[src/rtl/cmsdk_mcu_stclkcfg_pkg.sv]
// rtl/cmsdk_mcu_stclkcfg_pkg.sv - shared types and constants for the SysTick reference-enable controller
package cmsdk_mcu_stclkcfg_pkg;

    localparam int STCLK_CNT_W = 18;

    localparam int STCALIB_NOREF     = 25;
    localparam int STCALIB_SKEW      = 24;
    localparam int STCALIB_TENMS_MSB = 23;

    typedef enum logic [1:0] {
        DISABLED = 2'd0,
        RUN      = 2'd1,
        PENDING  = 2'd2,
        DRAIN    = 2'd3
    } stclk_state_t;

    typedef struct packed {
        logic                   enable;
        logic [STCLK_CNT_W-1:0] reload;
        logic                   skew;
        logic [23:0]            calib;
    } stclk_cfg_t;

endpackage

[src/rtl/cmsdk_mcu_stclkcfg_div.sv]
// rtl/cmsdk_mcu_stclkcfg_div.sv - loadable half-period down-counter with boundary flag and toggle register
module cmsdk_mcu_stclkcfg_div #(
    parameter int CNT_W = 18
) (
    input  logic             clk,
    input  logic             rst,
    input  logic             active,
    input  logic             load,
    input  logic [CNT_W-1:0] load_val,
    input  logic [CNT_W-1:0] bnd_val,
    input  logic             stop,
    output logic             boundary,
    output logic             clk_en
);

    logic [CNT_W-1:0] cnt_q;
    logic             tog_q;

    // boundary only counts while dividing; a parked counter also sits at zero
    assign boundary = active && (cnt_q == '0);
    assign clk_en   = tog_q;

    // counter and toggle: direct load, park at zero, toggle+reload on boundary, else count down
    always_ff @(posedge clk) begin
        if (rst) begin
            cnt_q <= '0;
            tog_q <= 1'b0;
        end else if (load) begin
            cnt_q <= load_val;
        end else if (!active) begin
            cnt_q <= '0;
            tog_q <= 1'b0;
        end else if (cnt_q == '0) begin
            tog_q <= ~tog_q;
            cnt_q <= stop ? '0 : bnd_val;
        end else begin
            cnt_q <= cnt_q - 1'b1;
        end
    end

endmodule

[src/rtl/cmsdk_mcu_stclkcfg.sv]
// rtl/cmsdk_mcu_stclkcfg.sv - SysTick reference-enable controller with boundary-aligned config updates
module cmsdk_mcu_stclkcfg
    import cmsdk_mcu_stclkcfg_pkg::*;
#(
    parameter int               CNT_W        = STCLK_CNT_W,
    parameter logic [CNT_W-1:0] RESET_RELOAD = 18'd499,
    parameter logic             RESET_EN     = 1'b1,
    parameter logic [23:0]      RESET_CALIB  = 24'd0
) (
    input  logic             FCLK,
    input  logic             SYSRESET,
    input  logic             CFG_VALID,
    output logic             CFG_READY,
    input  logic             CFG_ENABLE,
    input  logic [CNT_W-1:0] CFG_RELOAD,
    input  logic             CFG_SKEW,
    input  logic [23:0]      CFG_CALIB,
    output logic             STCLKEN,
    output logic [25:0]      STCALIB,
    output logic             BUSY
);

    stclk_state_t     state_q, state_d;
    stclk_cfg_t       act_q, sh_q, cfg_in;
    logic             xfer;
    logic             capture, load_act_cfg, apply_sh, div_load, stop;
    logic             boundary, clk_en;
    logic [CNT_W-1:0] bnd_val;

    assign cfg_in    = '{enable: CFG_ENABLE, reload: CFG_RELOAD, skew: CFG_SKEW, calib: CFG_CALIB};
    assign CFG_READY = (state_q == DISABLED) || (state_q == RUN);
    assign xfer      = CFG_VALID && CFG_READY;
    assign BUSY      = (state_q == PENDING) || (state_q == DRAIN);
    assign STCLKEN   = clk_en;

    assign STCALIB[STCALIB_NOREF]         = ~act_q.enable;
    assign STCALIB[STCALIB_SKEW]          = act_q.skew;
    assign STCALIB[STCALIB_TENMS_MSB:0]   = act_q.calib;

    // state register
    always_ff @(posedge FCLK) begin
        if (SYSRESET) begin
            state_q <= RESET_EN ? RUN : DISABLED;
        end else begin
            state_q <= state_d;
        end
    end

    // next-state and per-cycle control strobes
    always_comb begin
        state_d      = state_q;
        capture      = 1'b0;
        load_act_cfg = 1'b0;
        apply_sh     = 1'b0;
        div_load     = 1'b0;
        stop         = 1'b0;
        bnd_val      = act_q.reload;
        case (state_q)
            DISABLED: begin
                if (xfer) begin
                    load_act_cfg = 1'b1;
                    if (CFG_ENABLE) begin
                        div_load = 1'b1;
                        state_d  = RUN;
                    end
                end
            end
            RUN: begin
                if (xfer) begin
                    capture = 1'b1;
                    state_d = CFG_ENABLE ? PENDING : DRAIN;
                end
            end
            PENDING: begin
                bnd_val = sh_q.reload;
                if (boundary) begin
                    apply_sh = 1'b1;
                    state_d  = RUN;
                end
            end
            DRAIN: begin
                // only stop on the falling boundary so the high phase is never cut short
                if (boundary && clk_en) begin
                    stop     = 1'b1;
                    apply_sh = 1'b1;
                    state_d  = DISABLED;
                end
            end
            default: state_d = DISABLED;
        endcase
    end

    // active configuration: direct load while disabled, shadow copy at a boundary
    always_ff @(posedge FCLK) begin
        if (SYSRESET) begin
            act_q <= '{enable: RESET_EN, reload: RESET_RELOAD, skew: 1'b1, calib: RESET_CALIB};
        end else if (load_act_cfg) begin
            act_q <= cfg_in;
        end else if (apply_sh) begin
            act_q <= sh_q;
        end
    end

    // shadow configuration captured while running; cleared on reset so nothing stale survives
    always_ff @(posedge FCLK) begin
        if (SYSRESET) begin
            sh_q <= '0;
        end else if (capture) begin
            sh_q <= cfg_in;
        end
    end

    cmsdk_mcu_stclkcfg_div #(.CNT_W(CNT_W)) u_div (
        .clk      (FCLK),
        .rst      (SYSRESET),
        .active   (state_q != DISABLED),
        .load     (div_load),
        .load_val (CFG_RELOAD),
        .bnd_val  (bnd_val),
        .stop     (stop),
        .boundary (boundary),
        .clk_en   (clk_en)
    );

endmodule

[config.mk]
export PLATFORM = sky130hd
export DESIGN_NAME = cmsdk_mcu_stclkcfg
export DESIGN_NICKNAME = d
export VERILOG_FILES = /design/src/rtl/cmsdk_mcu_stclkcfg_pkg.sv /design/src/rtl/cmsdk_mcu_stclkcfg_div.sv /design/src/rtl/cmsdk_mcu_stclkcfg.sv
export SDC_FILE = /design/constraint.sdc
export NUM_CORES = 1
export LEC_CHECK = 0
export BUFFER_PORTS_ARGS = -buffer_cell sky130_fd_sc_hd__buf_4
export CAP_MARGIN = 20
export CORE_MARGIN = 2
export CORE_UTILIZATION = 55
export DETAILED_ROUTE_END_ITERATION = 16
export GPL_TIMING_DRIVEN = 0
export PLACE_DENSITY_LB_ADDON = 0.1
export SLEW_MARGIN = 10
export SYNTH_ARGS = -nofsm -noshare
export SYNTH_HDL_FRONTEND = slang
export SYNTH_SLANG_ARGS = --single-unit
[constraint.sdc]
create_clock -name FCLK -period 2.6 [get_ports FCLK]
set_input_delay 0.26 -clock FCLK [delete_from_list [all_inputs] [get_ports FCLK]]
set_output_delay 0.26 -clock FCLK [all_outputs]
set_load 0.02 [all_outputs]
======== Yosys cells after proc, flatten, opt, wreduce, memory -nomap -nowiden ========
Cells that the tools add are included.
storage, ports and cells
  register bits after elaboration ......... 109
  input port bits ......................... 47
  output and inout bits ................... 29
  word-level logic and storage cells ...... 61
operators by class
  add/sub/neg operators ................... 1
  equal/unequal tests ..................... 9
  mux-type cells .......................... 26
  bitwise gates (word level) .............. 3
  reductions and logical operators ........ 11
operator list
  kind                                                count
  2-to-1 mux 18 bit                                   5
  2-to-1 mux 44 bit                                   2
  logical NOT 18 bit                                  1
  subtractor 18 x 1 -> 18 bit, second input constant  1
  2-to-1 mux 1 bit                                    12
  2-to-1 mux 2 bit                                    5
  != test 2 bit, second input constant                5
  one-hot mux 2 bit (4 select lines)                  1
  AND reduction 5 bit                                 1
  == test 2 bit, second input constant                2
  nonzero test 2 bit                                  2
  logical AND 1 bit                                   3
  NOT 1 bit                                           3
  == test 2 x 1 -> 1 bit, second input constant       1
  logical NOT 2 bit                                   1
  logical OR 1 bit                                    2
  != test 2 x 1 -> 1 bit, second input constant       1
  one-hot mux 1 bit (2 select lines)                  1
  AND reduction 2 bit                                 1

======== Logic depth before layout (Yosys ltp) ========
Gate-level depths: netlist of run 1.
  depth after elaboration ................. 9
  depth in mapped cells ................... 8
  depth with buffers taken out ............ 7

======== Cells and area by module ========
A second synthesis of run 1 with hierarchy kept.
unflattened totals
  cell total of the unflattened synthesis .. 592
  area, all modules ....................... 5386.4 µm²
modules (own cells, without submodules)
  module                  times used  cells an instance  area an instance (µm²)  seq. area each (µm²)
  cmsdk_mcu_stclkcfg      1           457                4199.0                  1801.7
  cmsdk_mcu_stclkcfg_div  1           135                1187.4                  380.4

======== Least setup slack after synthesis of run 1 ========
OpenSTA, ideal clock, no wires.
  path kind ............................... reg2reg
  start point ............................. register u_div.cnt_q[0]
  end point ............................... register act_q (netlist bit STCALIB[10])
  setup time .............................. 133 ps
  arrival time ............................ 1987 ps
  data required time ...................... 2467 ps
  slack ................................... 480 ps
  stages on the path, launching flop included .. 9
  buffers on the path ..................... 2
  period minus slack after synthesis ...... 2120 ps
  path through ............................ dfxtp_1 -> inv_1 -> ha_1 -> or4b_4 -> nand3b_1 -> o31ai_4 -> buf_2 -> buf_2 -> a311oi_1
between the ends
  word-level cells in the longest chain between the ends .. 6
  elaborated cells between the ends (all ways) .. 7
  those cells by class .................... 3 x mux; 4 x reduce/logical
RTL lines
  item                                  RTL line                      source
  start, declared                       cmsdk_mcu_stclkcfg_div.sv:16  logic [CNT_W-1:0] cnt_q;
  start signal, assigned                cmsdk_mcu_stclkcfg_div.sv:29  cnt_q <= load_val;
  start signal, assigned                cmsdk_mcu_stclkcfg_div.sv:35  cnt_q <= stop ? '0 : bnd_val;
  start signal, assigned                cmsdk_mcu_stclkcfg_div.sv:37  cnt_q <= cnt_q - 1'b1;
  logical NOT 18 bit *                  cmsdk_mcu_stclkcfg_div.sv:20  assign boundary = active && (cnt_q == '0);
  logical AND 1 bit *                   cmsdk_mcu_stclkcfg_div.sv:20
  logical AND 1 bit                     cmsdk_mcu_stclkcfg.sv:83      if (boundary && clk_en) begin
  2-to-1 mux 1 bit                      cmsdk_mcu_stclkcfg.sv:83
  one-hot mux 1 bit (2 select lines) *  cmsdk_mcu_stclkcfg.sv:58      case (state_q)
  nonzero test 2 bit (no line) *        n/a
  end signal, assigned                  cmsdk_mcu_stclkcfg.sv:96      act_q <= '{enable: RESET_EN, reload: RESET_RELOAD, skew: 1'b1, calib: RESET_CALIB};
  end signal, assigned                  cmsdk_mcu_stclkcfg.sv:98      act_q <= cfg_in;
  end signal, assigned                  cmsdk_mcu_stclkcfg.sv:100     act_q <= sh_q;
  end, declared                         cmsdk_mcu_stclkcfg.sv:24      stclk_cfg_t act_q, sh_q, cfg_in;
Every way passes the cells marked *; elsewhere a longest branch is shown, timed or not.
A chain may end at the register's enable or synchronous reset.

======== Worst setup path after layout of run 1 ========
  start point ............................. register u_div.cnt_q[0]
  end point ............................... register act_q[36] (netlist bit)
The elaborated chain is that of the path after synthesis.

==> results of run 1 <==
area by class of cell:
| cell class | count | area, um^2 |
|---|---|---|
| Timing Repair Buffer | 76 | 571 |
| Sequential cell | 109 | 2180 |
| Buffer | 72 | 404 |
| Clock buffer | 9 | 124 |
| Fill cell | 796 | 3050 |
| Clock inverter | 7 | 108 |
| Tap cell | 111 | 139 |
| Multi-Input combinational cell | 464 | 2510 |
| Inverter | 5 | 18.8 |
cells in the mapped netlist (6+ instances only):
master    count  area [um^2]
a311oi_1     35          307
a21oi_1      59          295
mux2_2       13          146
xnor2_1       7         61.3
nor2_1       54          203
clkbuf_1     35          131
o21bai_1      8         60.1
and3_1        9         56.3
nand2_1     197          739
a22oi_1      15          113
o21ai_0       6         30.0
dfxtp_1     109         2180
buf_4        25          188
buf_2        12         60.1
nor4_1        6         37.5
stage by stage:
stage               setup WS [ns]  cells
floorplan                   0.480    650
global placement         -0.00431    835
detailed placement        -0.0101    835
CTS                        0.0308    851
global route              -0.0671    853
finish                     0.0211    853
cell families (layout without fill, tap and decap cells):
logic type | Yosys count | after routing | synth area share (%)
AO/OA/AOI/OAI | 142 | 142 | 19.1
XOR/XNOR | 12 | 12 | 2.07
adder cells (fa/ha/maj) | 2 | 2 | 0.493
buffers and inverters | 77 | 169 | 7.85
flip-flops | 109 | 109 | 43.0
multiplexers | 15 | 15 | 3.28
AND/OR/NAND/NOR | 293 | 293 | 24.2
sequential cells by signal (all words and copies together), names as in the netlist:
name,cells
STCALIB,25
act_q,19
sh_q,44
u_div.cnt_q,18
state_q,2
u_div.clk_en,1
timing repair:
| action | 4_1_cts | 5_1_grt |
|---|---|---|
| setup buffers | 0 | 2 |
| setup endpoints to repair | 9 | 44 |
| resized for setup | 2 | 14 |
| hold buffers | 0 | 0 |
| pin swaps | 1 | 5 |
final timing paths:
path,start,endpoint,slack (ns)
worst max-delay path,u_div.cnt_q[0]$_SDFF_PP0_,act_q[36]$_SDFFE_PP0P_,0.02
worst min-delay path,CFG_CALIB[12],sh_q[12]$_SDFFE_PP0P_,0.11
worst max register to register,u_div.cnt_q[0]$_SDFF_PP0_,act_q[36]$_SDFFE_PP0P_,0.02
worst min register to register,sh_q[0]$_SDFFE_PP0P_,sh_q[0]$_SDFFE_PP0P_,0.46
cell usage in the layout, fill, tap and decap left out, types with 3 or more instances in the layout:
cell type / instances
a21oi_1: 59
a22o_1: 4
a22oi_1: 15
a311oi_1: 35
a31oi_1: 3
and3_1: 9
buf_2: 5
buf_4: 102
clkbuf_1: 35
clkbuf_4: 4
clkbuf_8: 9
dfxtp_1: 109
inv_1: 5
mux2_2: 13
nand2_1: 197
nand4_1: 3
nor2_1: 52
nor3_1: 4
nor4_1: 6
o21ai_0: 6
o21bai_1: 8
or3_1: 4
or4_1: 4
xnor2_1: 7
xor2_1: 5
report_power, final:
group / leakage, nW / total, W / internal [W] / switching [W]
clock: 0.113 / 0.00121 / 0.000560 / 0.000645
combinational: 1.38 / 0.00184 / 0.000771 / 0.00107
sequential: 0.890 / 0.00211 / 0.00191 / 0.000203
total: 2.38 / 0.00515 / 0.00324 / 0.00192
worst min-delay path, stage by stage:
cell and delay [ns]:
buf_4 0.11, nand2_1 0.05, a21oi_1 0.05
metal layers:
layer / share of wire, % / track usage [%]
met5: 0 / 0
met3: 6.8 / 5.08
met4: 1.9 / 9.69
met1: 43 / 38.2
met2: 49 / 47.3
==> metrics.log, run 1 <==
[metrics] TritonCTS clock tree: done
[metrics] depth of the worst hold-timing path: 3
[metrics] endpoint type of the worst setup path: flip-flop
[metrics] count of final hold-check violations: 0
[metrics] # port buffers: 74
[metrics] clock network latency to the later pin of the worst-skew pair: 0.39 ns
[metrics] ys flop type: dfxtp_1
[metrics] Critical Path AT: 2.82 ns
[metrics] Antenna Violating Nets Remaining: 0
[metrics] number of enable flip-flop cells after synthesis: 0
[metrics] number of cells produced by synthesis: 650
[metrics] CP max-delay cell: or4b_4
[metrics] status: finished, final reports clean
[metrics] syn avg cell area: 7.80 um^2
[metrics] type of the worst min-delay path: primary input to flip-flop
[metrics] GRT Overall Usage: 28.7%
[metrics] max-cap viol count: 0
[metrics] number of buffers and inverters on the critical path: 3
[metrics] WHS: 0.109 ns
[metrics] worst slew margin relative to its limit: 26.7%
[metrics] kind of start point of the critical path: flip-flop
[metrics] Floorplan Core Area: 0.00911 mm^2
[metrics] antenna diode count: 0
[metrics] Area growth, synth to finish: 19.5%
[metrics] number of antenna violations at the first check in global routing: 0
[metrics] wire length reported by the detailed router: 14200 um
[metrics] WP data required: 2.84 ns
[metrics] number of core rows: 35
[metrics] critical path, cell by cell: inv_1, ha_1, or4b_4, nand3b_1, o31ai_4, clkbuf_4, clkbuf_4, a311oi_1
[metrics] Pins Over Slew Limit: 0
[metrics] count of routing violations after the opening detailed-route iteration: 308
[metrics] crit-path max cell delay: 0.50 ns
[metrics] I/O pin cnt: 76
[metrics] maximum level of the CTS H-tree: 3
[metrics] vias per std cell: 5.79
[metrics] Final setup violation count: 0
[metrics] dpl hpwl: 9700 um
[metrics] final net count: 786
[metrics] fraction of final layout cells with drive strength greater than 1: 20.2%
[metrics] async set-reset flop share out of synthesis: 0%
[metrics] remaining design rule violation count: 0
[metrics] wire length of the first global-routing pass: 22800 um
[metrics] final worst-path cycle share: 99.2%
[metrics] power per cell area: 850 mW/mm^2
[metrics] time the final worst path needs with I/O delays and setup: 2.58 ns
[metrics] Chip Width: 100 um
[metrics] Post-Syn Nets: 699
[metrics] Sink Count: 109
[metrics] Fmax: 388 MHz
[metrics] RSZ-0062 raised after global routing: yes
[metrics] post-synth design cell area: 0.00507 mm^2
[metrics] Post-DP Area: 0.00577 mm^2
[metrics] total of warnings raised by yosys: 0
[metrics] vias post-DR: 4940
[metrics] synthesis-stage register bit count: 109
[metrics] buffer type at the clock tree root: clkbuf_8
[metrics] highest net fanout along the worst path: 10
[metrics] GPL Wtd Cong: 0.898
[metrics] worst setup skew after layout: 0.0139 ns
[metrics] cells on worst reg2reg path: 8
[metrics] Worst-Margin Slew: 1.10 ns
[metrics] total negative slack for setup checks: 0 ns
[metrics] Final Power: 0.00515 W
[metrics] clock-pin slew on the worst setup and hold paths: 0.12 ns
[metrics] Critical Path Most Common Cell: clkbuf_4
[metrics] y dimension of the die: 100 um
[metrics] Final Instance Area: 0.00606 mm^2
[metrics] worst supply voltage drop on vdd: 0.396 mV
[metrics] average wire length per cell after detail routing: 16.7 um
[metrics] Leak: 2.38 nW
[metrics] number of CTS-inserted buffers: 9
[metrics] count of different cell masters after synthesis: 43
[metrics] final core occ: 66.5%
[metrics] initial cell density of the core: 55.7%
[metrics] overflow left after global routing: 0
[metrics] die outline area: 0.0100 mm^2
[metrics] router iterations before antenna repair: 5
[metrics] cell family with most CP delay: simple AND/OR/NAND/NOR gates
[metrics] CP Class: flip-flop to flip-flop
[metrics] maximum number of pins on one net before global-route repair: 20
[metrics] number of global-route vias before repair: 4552
[metrics] share of synthesized area occupied by flip-flops and latches: 43.0%
[metrics] count of cell instances traversed by the critical path: 8
[metrics] Longest Clk Path Bufs: 2
Note: power is estimated with default switching activity, not from simulation.
==> run 2, diff against run 1 <==
--- a/config.mk
+++ b/config.mk
@@ -10,7 +10,6 @@
 export CORE_MARGIN = 2
 export CORE_UTILIZATION = 55
 export DETAILED_ROUTE_END_ITERATION = 16
-export GPL_TIMING_DRIVEN = 0
 export PLACE_DENSITY_LB_ADDON = 0.1
 export SLEW_MARGIN = 10
 export SYNTH_ARGS = -nofsm -noshare
==> metrics.log, run 2 (same netlist as run 1, synthesis figures left out) <==
[metrics] wire length reported by the detailed router: 12900 um
[metrics] cells on worst reg2reg path: 8
[metrics] worst supply voltage drop on vdd: 0.366 mV
[metrics] router iterations before antenna repair: 6
[metrics] buffer type at the clock tree root: clkbuf_8
[metrics] time the final worst path needs with I/O delays and setup: 2.45 ns
[metrics] final net count: 738
[metrics] most used cells in the layout excluding fill and tap cells: nand2_1, dfxtp_1, buf_4, a21oi_1, nor2_1
[metrics] highest net fanout along the worst path: 30
[metrics] final worst-path cycle share: 94.1%
[metrics] I/O pin cnt: 76
[metrics] clock network latency to the later pin of the worst-skew pair: 0.38 ns
[metrics] switching share of power: 37.3%
[metrics] y dimension of the die: 100 um
[metrics] Flop pwr share: 42.9%
[metrics] worst slew margin relative to its limit: 56.9%
[metrics] dpl hpwl: 8080 um
[metrics] Longest Clk Path Bufs: 2
[metrics] Pins Over Slew Limit: 0
[metrics] Final Instance Area: 0.00584 mm^2
[metrics] Final Power: 0.00492 W
[metrics] status: finished, final reports clean
[metrics] Chip Width: 100 um
[metrics] number of core rows: 35
[metrics] GPL Wtd Cong: 0.905
[metrics] P_sw: 0.00184 W
[metrics] Sink Count: 109
[metrics] total negative slack for setup checks: 0 ns
[metrics] average wire length per cell after detail routing: 16.0 um
[metrics] WP data required: 2.88 ns
[metrics] remaining design rule violation count: 0
[metrics] TritonCTS clock tree: done
[metrics] critical hold path startpoint: CFG_CALIB[11]
[metrics] maximum level of the CTS H-tree: 3
[metrics] FILL cells: 816
[metrics] Critical Path AT: 2.73 ns
[metrics] Antenna Violating Nets Remaining: 0
[metrics] initial cell density of the core: 55.7%
[metrics] RSZ-0062 raised after global routing: no
[metrics] worst setup skew after layout: 0.0120 ns
[metrics] max-cap viol count: 0
[metrics] number of CTS-inserted buffers: 9
[metrics] kind of start point of the critical path: flip-flop
[metrics] destination of the worst register-to-register timing path: STCALIB[4]$_SDFFE_PP0P_
[metrics] vias post-DR: 4657
[metrics] maximum number of pins on one net before global-route repair: 65
[metrics] number of global-route vias before repair: 4446
[metrics] CP Class: flip-flop to flip-flop
[metrics] die outline area: 0.0100 mm^2
[metrics] combinational power share: 37.2%
[metrics] commonest non-fill, non-tap cell in the layout: nand2_1
[metrics] top register by number of flip-flops: sh_q
[metrics] clock-pin slew on the worst setup and hold paths: 0.11 ns
[metrics] Post-DP Area: 0.00561 mm^2
[metrics] count of final hold-check violations: 0
[metrics] depth of the worst hold-timing path: 3
[metrics] R2R Setup Slk: 0.15 ns
[metrics] final core occ: 64.1%
[metrics] fraction of final layout cells with drive strength greater than 1: 20.0%
[metrics] vias per std cell: 5.79
[metrics] Worst R2R Start: u_div.cnt_q[0]$_SDFF_PP0_
[metrics] Worst-Margin Slew: 0.647 ns
[metrics] antenna diode count: 0
[metrics] Final setup violation count: 0
[metrics] overflow left after global routing: 0
[metrics] Fmax: 409 MHz
[metrics] Area growth, synth to finish: 15.2%
[metrics] GRT Overall Usage: 25.7%
[metrics] Endpoint, Worst Hold: sh_q[11]$_SDFFE_PP0P_
[metrics] Floorplan Core Area: 0.00911 mm^2
[metrics] internal power: 0.00309 W
[metrics] # port buffers: 75
[metrics] Leak: 2.25 nW
[metrics] number of hold buffers added after CTS: 0
[metrics] type of the worst min-delay path: primary input to flip-flop
[metrics] endpoint type of the worst setup path: flip-flop
[metrics] number of antenna violations at the first check in global routing: 0
[metrics] flip-flop count of the largest register after layout: 44
[metrics] WHS: 0.128 ns
[metrics] clock power share: 19.9%
[metrics] wire length of the first global-routing pass: 20900 um
[metrics] count of routing violations after the opening detailed-route iteration: 216
[metrics] power per cell area: 843 mW/mm^2
[run 2: repair_timing]
action,CTS,global route
buffers inserted,0,1
gates resized for setup,0,3
endpoints found under the setup margin,0,2
[run 2: layout make-up]
class | count | area [um^2] | area share (%)
multi-input cells | 464 | 2510 | 43.1
inverters | 5 | 18.8 | 0.321
clock inverters | 7 | 61.3 | 1.05
clock buffers | 9 | 124 | 2.12
well taps | 111 | 139 | 2.38
repair buffers | 100 | 801 | 13.7
flip-flops and latches | 109 | 2180 | 37.4
[run 2: per-layer routing]
metal  part of all wire (%)  routed length (um)  track usage (%)  vias up
met4                    2.3                 302             11.1        0
met1                     44                5670             33.6     2202
met5                      0                   0                0        -
met2                     48                6190             42.6      144
met3                    5.4                 689             3.55       26
li1                       -                   -                -     2285
[run 2: worst max-delay path by stage]
stage	from	cells after the start	to	slack, ns
global placement	u_div.cnt_q[0]$_SDFF_PP0_	8	act_q[43]$_SDFFE_PP1P_	0.29
floorplan	u_div.cnt_q[0]$_SDFF_PP0_	8	STCALIB[10]$_SDFFE_PP0P_	0.48
finish	u_div.cnt_q[0]$_SDFF_PP0_	8	STCALIB[4]$_SDFFE_PP0P_	0.15
detailed placement	u_div.cnt_q[0]$_SDFF_PP0_	8	act_q[40]$_SDFFE_PP0P_	0.17
global route	u_div.cnt_q[0]$_SDFF_PP0_	8	act_q[37]$_SDFFE_PP0P_	0.01
CTS	u_div.cnt_q[0]$_SDFF_PP0_	8	act_q[40]$_SDFFE_PP0P_	0.14
[run 2: worst max-delay path, cell delays in order (launching register included)]
cell      delay, ns
dfxtp_1        0.35
inv_1          0.08
ha_1           0.15
or4b_4         0.50
nand3b_1       0.26
o31ai_4        0.42
buf_12         0.24
nor2_1         0.06
a311oi_1       0.27
[run 2: power by group through the flow]
stage	registers, W	logic [W]	clock network [W]
2_1_floorplan	0.00209	0.00130	0
3_3_place_gp	0.00214	0.00176	0
3_5_place_dp	0.00214	0.00180	0
4_1_cts	0.00211	0.00181	0.000997
5_1_grt	0.00214	0.00205	0.00107
6_report	0.00211	0.00183	0.000979
[run 2: stage by stage]
stage / cells / worst slack (ns)
6_report: 805 / 0.153
3_5_place_dp: 787 / 0.174
2_1_floorplan: 650 / 0.480
4_1_cts: 803 / 0.141
5_1_grt: 805 / 0.0129
3_3_place_gp: 787 / 0.291
